===== src/rtl/deserializer_pkg.sv =====
// -----------------------------------------------------------------------------
// deserializer_pkg
// Shared definitions for the serial-to-parallel receiver: default word and
// length-code widths and the collector state encoding.
// Optional feature macro used by the design: DESERIALIZER_GAP_FLUSH_EN
// -----------------------------------------------------------------------------
package deserializer_pkg;

  localparam int DATA_W_DEF = 16;
  localparam int MOD_W_DEF  = $clog2(DATA_W_DEF);

  typedef enum logic [0:0] {
    IDLE_S    = 1'b0,
    COLLECT_S = 1'b1
  } deser_state_t;

endpackage


===== src/rtl/deserializer_out_buf.sv =====
// -----------------------------------------------------------------------------
// deserializer_out_buf
// One-entry hold register between the bit collector and the parallel sink.
// A load is accepted when the register is empty or its word is being taken in
// the same cycle; otherwise the incoming word is dropped and o_overflow pulses.
// Ports:
//   clk_i, srst_i        clock, asynchronous active-high reset
//   i_load               collector has a completed word this cycle
//   i_word, i_mod        completed word and its length code
//   i_ready              sink ready
//   o_data, o_mod        held word / length code (zero when empty)
//   o_val                hold register occupied
//   o_overflow           one-cycle pulse when a completed word is dropped
// -----------------------------------------------------------------------------
module deserializer_out_buf #(
  parameter int DATA_W = 16,
  parameter int MOD_W  = 4
) (
  input  logic              clk_i,
  input  logic              srst_i,
  input  logic              i_load,
  input  logic [DATA_W-1:0] i_word,
  input  logic [MOD_W-1:0]  i_mod,
  input  logic              i_ready,
  output logic [DATA_W-1:0] o_data,
  output logic [MOD_W-1:0]  o_mod,
  output logic              o_val,
  output logic              o_overflow
);

  logic [DATA_W-1:0] r_data;
  logic [MOD_W-1:0]  r_mod;
  logic              r_val;
  logic              r_ovf;
  logic              w_accept;

  assign w_accept = r_val & i_ready;

  // Hold register: load on free slot (or same-cycle accept), drop and flag otherwise.
  always_ff @(posedge clk_i or posedge srst_i) begin
    if (srst_i) begin
      r_data <= {DATA_W{1'b0}};
      r_mod  <= {MOD_W{1'b0}};
      r_val  <= 1'b0;
      r_ovf  <= 1'b0;
    end else if (i_load) begin
      if (!r_val || w_accept) begin
        r_data <= i_word;
        r_mod  <= i_mod;
        r_val  <= 1'b1;
        r_ovf  <= 1'b0;
      end else begin
        // Slot occupied and not drained: keep the old word, report the loss.
        r_ovf  <= 1'b1;
      end
    end else begin
      r_ovf <= 1'b0;
      if (w_accept) begin
        r_data <= {DATA_W{1'b0}};
        r_mod  <= {MOD_W{1'b0}};
        r_val  <= 1'b0;
      end else begin
        r_val  <= r_val;
      end
    end
  end

  assign o_data     = r_data;
  assign o_mod      = r_mod;
  assign o_val      = r_val;
  assign o_overflow = r_ovf;

endmodule


===== src/rtl/deserializer.sv =====
// -----------------------------------------------------------------------------
// deserializer
// Serial-to-parallel receiver. Collects MSB-first bits qualified by
// ser_data_val_i into DATA_W-bit words and presents them through a one-entry
// ready/valid hold register (deserializer_out_buf).
// Optional feature: `define DESERIALIZER_GAP_FLUSH_EN to flush a partial word
// (right-aligned, length code = bits held) when the valid strobe drops
// mid-word. Without it gaps are ignored and only full words are emitted.
// Ports:
//   clk_i, srst_i              clock, asynchronous active-high reset
//   ser_data_i, ser_data_val_i serial bit and its qualifier
//   deser_data_o               received word
//   deser_data_mod_o           length code (0 = full DATA_W bits, else N bits)
//   deser_data_val_o           output word valid
//   deser_data_ready_i         sink accepts when valid & ready
//   busy_o                     a word is being collected
//   overflow_o                 one-cycle pulse when a completed word is dropped
// -----------------------------------------------------------------------------
module deserializer
  import deserializer_pkg::*;
#(
  parameter int DATA_W = DATA_W_DEF,
  parameter int MOD_W  = $clog2(DATA_W)
) (
  input  logic              clk_i,
  input  logic              srst_i,
  input  logic              ser_data_i,
  input  logic              ser_data_val_i,
  output logic [DATA_W-1:0] deser_data_o,
  output logic [MOD_W-1:0]  deser_data_mod_o,
  output logic              deser_data_val_o,
  input  logic              deser_data_ready_i,
  output logic              busy_o,
  output logic              overflow_o
);

`ifdef DESERIALIZER_GAP_FLUSH_EN
  // Mask with the low n bits set; removes stale bits of an earlier word.
  function automatic logic [DATA_W-1:0] low_mask(input logic [MOD_W-1:0] n);
    logic [DATA_W-1:0] m;
    for (int i = 0; i < DATA_W; i++) begin
      m[i] = (i < int'(n));
    end
    return m;
  endfunction
`endif

  deser_state_t      r_state;
  deser_state_t      w_state_nxt;
  logic [MOD_W-1:0]  r_cnt;
  logic [MOD_W-1:0]  w_cnt_nxt;
  logic [DATA_W-1:0] r_shreg;
  logic [DATA_W-1:0] w_shreg_nxt;
  logic [DATA_W-1:0] w_shift;
  logic              r_busy;
  logic              w_busy_nxt;
  logic              w_load;
  logic [DATA_W-1:0] w_word;
  logic [MOD_W-1:0]  w_mod;

  assign w_shift = {r_shreg[DATA_W-2:0], ser_data_i};

  // Collector state, bit counter, shift register and busy flag.
  always_ff @(posedge clk_i or posedge srst_i) begin
    if (srst_i) begin
      r_state <= IDLE_S;
      r_cnt   <= {MOD_W{1'b0}};
      r_shreg <= {DATA_W{1'b0}};
      r_busy  <= 1'b0;
    end else begin
      r_state <= w_state_nxt;
      r_cnt   <= w_cnt_nxt;
      r_shreg <= w_shreg_nxt;
      r_busy  <= w_busy_nxt;
    end
  end

  // Next-state logic and word-completion strobe toward the hold register.
  always_comb begin
    w_state_nxt = r_state;
    w_cnt_nxt   = r_cnt;
    w_shreg_nxt = r_shreg;
    w_load      = 1'b0;
    w_word      = {DATA_W{1'b0}};
    w_mod       = {MOD_W{1'b0}};
    case (r_state)
      IDLE_S: begin
        if (ser_data_val_i) begin
          w_shreg_nxt = w_shift;
          w_cnt_nxt   = r_cnt + 1'b1;
          w_state_nxt = COLLECT_S;
        end else begin
          w_state_nxt = IDLE_S;
        end
      end
      COLLECT_S: begin
        if (ser_data_val_i) begin
          w_shreg_nxt = w_shift;
          // Counter is MOD_W bits, so the DATA_W-th bit wraps it to zero.
          w_cnt_nxt   = r_cnt + 1'b1;
          if (&r_cnt) begin
            w_load      = 1'b1;
            w_word      = w_shift;
            w_state_nxt = IDLE_S;
          end else begin
            w_state_nxt = COLLECT_S;
          end
        end else begin
`ifdef DESERIALIZER_GAP_FLUSH_EN
          w_load      = 1'b1;
          w_word      = r_shreg & low_mask(r_cnt);
          w_mod       = r_cnt;
          w_cnt_nxt   = {MOD_W{1'b0}};
          w_state_nxt = IDLE_S;
`else
          // Gap ignored: partial bits and counter are retained.
          w_state_nxt = COLLECT_S;
`endif
        end
      end
      default: begin
        w_state_nxt = IDLE_S;
        w_cnt_nxt   = {MOD_W{1'b0}};
      end
    endcase
    // A bit taken this cycle keeps busy high even when it completes a word,
    // so a continuous stream never shows a busy gap at word boundaries.
    w_busy_nxt = ser_data_val_i | (w_state_nxt == COLLECT_S);
  end

  assign busy_o = r_busy;

  deserializer_out_buf #(
    .DATA_W (DATA_W),
    .MOD_W  (MOD_W)
  ) u_out_buf (
    .clk_i      (clk_i),
    .srst_i     (srst_i),
    .i_load     (w_load),
    .i_word     (w_word),
    .i_mod      (w_mod),
    .i_ready    (deser_data_ready_i),
    .o_data     (deser_data_o),
    .o_mod      (deser_data_mod_o),
    .o_val      (deser_data_val_o),
    .o_overflow (overflow_o)
  );

endmodule

===== config.mk =====
export PLATFORM = sky130hd
export DESIGN_NAME = deserializer
export DESIGN_NICKNAME = d
export VERILOG_FILES = /design/src/rtl/deserializer_pkg.sv /design/src/rtl/deserializer_out_buf.sv /design/src/rtl/deserializer.sv
export SDC_FILE = /design/constraint.sdc
export NUM_CORES = 1
export LEC_CHECK = 0
export ABC_AREA = 1
export CORE_MARGIN = 8
export CORE_UTILIZATION = 50
export DETAILED_ROUTE_END_ITERATION = 10
export GPL_TIMING_DRIVEN = 0
export PLACE_DENSITY = 0.76
export SYNTH_ARGS = -nofsm -noshare
export SYNTH_HDL_FRONTEND = slang
export SYNTH_SLANG_ARGS = --single-unit

===== constraint.sdc =====
create_clock -name clk_i -period 1.47 [get_ports clk_i]
set_clock_uncertainty 0.05 [all_clocks]
set_input_delay 0.147 -clock clk_i [delete_from_list [all_inputs] [get_ports clk_i]]
set_output_delay 0.147 -clock clk_i [all_outputs]
set_load 0.03 [all_outputs]

==> results.toml <==
[outcome]
status = "completed"

[finish]
final_cell_mix = "nand2_1, dfrtp_1, dlygate4sd2_1"
final_area_um2 = 2029
fillers = 269
layout.cells.non_filler = 253
area_growth_pct = 25.06
drive_gt1_share_pct = 13.40
final_common_cell = "nand2_1"
n_antenna_cell = 0
nNetsFinal = 215
post-route-util_pct = 65.94

[routing]
wl_met1_um = 1467
routedWlPerCell_um = 12.99
drc = 0
post_drt_via_cell_ratio = 4.937
wl_um = 3286
vias = 1249
highest-signal-layer = "met4"
wl_met3_um = 193
drt_iter0_drc = 51
dr_wl_met2_um = 1579
drt_pre_antenna_iters = 4
antenna_left = 0

[setup_path]
critPathKind = "flop to flop"
cp_slowest_stage_delay_ns = 0.39
crit_arrival_ns = 1.58
critical_path_peak_fanout = 10
path_cells = "ha_1, nand2_2, nor2_8, nand3_4, buf_6, nand3_1, nand2_1"
cp.required_ns = 1.65
path_buf_inv = 1
worstSetupEndpointType = "flop"
critPathTopFamily = "simple AND/OR/NAND/NOR gates"
startpoint_type = "flop"
slowest_stage = "dfrtp_1"

[timing]
hold_violations = 0
relSlewSlack_pct = 45.22
maxSlewViolCount = 0
fmax_ghz = 0.7120
post-route-period-util_pct = 95.55
layout_min_cycle_time_ns = 1.405
setup_violations = 0
worstMarginPinSlew_ns = 0.8207

[worst_hold_path]
hold_path.class = "input port to async pin"

[synth]
yosys_warnings = 0
synth_top_area_share_pct = 60.14
syn_area_um2 = 1623
synth_ff_type = "dfrtp_1"
yosysUniqueCellTypes = 21
synthCells = 170
yosys.area.top_type = "dfrtp_1"
syn_area_per_cell_um2 = 9.546
synth_edf_count = 0
ys_seq_area_share_pct = 60.14
synthTopCellsByArea = "dfrtp_1, nand2_1, nand4_1, nand3_1, buf_4"
async_reset_ff_share_pct = 100.0
ys_ff_latch = 39

[clock_network]
htreeDepth = 2
cts_buffers = 5
cts_sinks = 39
cts_max_path_buffers = 2
hold_buffers = 0
cts.clk_slew.worst_paths_ns = 0.11
cts-root-buf = "clkbuf_4"
tritoncts = "built"
clk_latency_ns = 0.34

[floorplan]
io_pins = 28
start_util_pct = 52.72
row_count = 20
fp.dieArea_um2 = 5325
die_w_um = 72.97
core_um2 = 3078
fp.dieH_um = 72.97

[grt]
grt_pass1_wl_um = 5533
antenna_found_initial = 0
grt_usage_pct = 13.29
grt-ovfl-total = 0
grt_max_degree = 21
grt_pass1_vias = 1236

[flow_run]
maxCapViolCount = 0

[placed_design]
gp_congestion = 0.8075
placed_area_um2 = 1947
port_buffers = 23
dp_hpwl_um = 2375
dp_cells = 241

[pwr]
leakage_nw = 1.150
power_density_nw_per_um2 = 1662
ir_drop_mv = 0.6960
[timing repair]
item | 4_1_cts | 5_1_grt
gates resized for setup | 19 | 0
setup endpoints to repair | 19 | 10
pin swaps | 0 | 3
setup buffers | 0 | 5
[flip-flops by register name (all words and copies together), names as in the netlist]
signal,flops
busy_o,1
u_out_buf.o_data,16
r_shreg,15
r_cnt,4
u_out_buf.o_overflow,1
u_out_buf.o_val,1
r_state,1
[final cells by class]
class                      count  area (µm²)  area share [%]
sequential                    39       975.9           48.09
multi-input combinational    114       554.3           27.31
clock buffer                   6       51.30           2.528
buffer                        12       73.82           3.637
tap                           44       55.05           2.713
clock inverter                 1       5.005          0.2466
timing repair buffer          29       284.0           14.00
inverter                       8       30.03           1.480
[cells in the mapped netlist, types with 2 or more instances]
master and number:
nand2_1 65, dfrtp_1 39, nand4_1 17, nand3_1 16, inv_1 6, buf_2 5, buf_4 4, clkbuf_1 2
inv_2 2, o21ai_0 2, xor2_1 2
[metal layers]
metal | global-route usage [%] | up-vias
met2 | 21.17 | 27
li1 | - | 625
met4 | 5.333 | 0
met5 | 0 | -
met3 | 5.220 | 6
met1 | 15.56 | 591
[kinds of logic after synthesis]
kind of cell    after synthesis  synth area share (%)
fa+ha+maj                     1                0.7709
other cells                   1                0.2311
xor+xnor                      3                 1.619
flops                        39                 60.14
compound gates                2                0.6168
buf+inv                      20                 6.399
simple gates                104                 30.22
[per-stage QoR]
step | power, mW | setup slack (ns) | setup TNS, ns | hold WS (ns)
6_report | 3.372 | 0.06542 | 0 | 0.2086
5_1_grt | 3.579 | -0.002632 | -0.002632 | 0.2989
4_1_cts | 3.340 | 0.03745 | 0 | 0.2413
3_5_place_dp | 2.929 | -0.07806 | -0.6746 | 0.4133
3_3_place_gp | 2.868 | -0.3504 | -14.05 | 0.4090
2_1_floorplan | 2.406 | 0.1930 | 0 | 0.2136
[path summary, 6_finish.rpt]
kind | startpoint | endpoint | cells after the start | slack [ns]
max | r_cnt[1] | u_out_buf.o_data[7] | 7 | 0.07
min | srst_i | u_out_buf.o_data[8] | 2 | 0.21
max reg2reg | r_cnt[1] | u_out_buf.o_data[7] | 7 | 0.07
min reg2reg | r_cnt[3] | r_cnt[3] | 1 | 0.43
max in group asynchronous | srst_i | r_cnt[1] | 3 | 0.59
min in group clk_i | ser_data_i | r_shreg[0] | 3 | 0.35
[power breakdown]
part / leakage (nW) / switching, mW / internal [mW] / total (mW)
Clock: 0.0341 / 0.329 / 0.222 / 0.551
Combinational: 0.606 / 0.843 / 0.435 / 1.28
Sequential: 0.510 / 0.179 / 1.36 / 1.54
Total: 1.15 / 1.35 / 2.02 / 3.37
No activity file was read; power rests on OpenSTA's default activity.
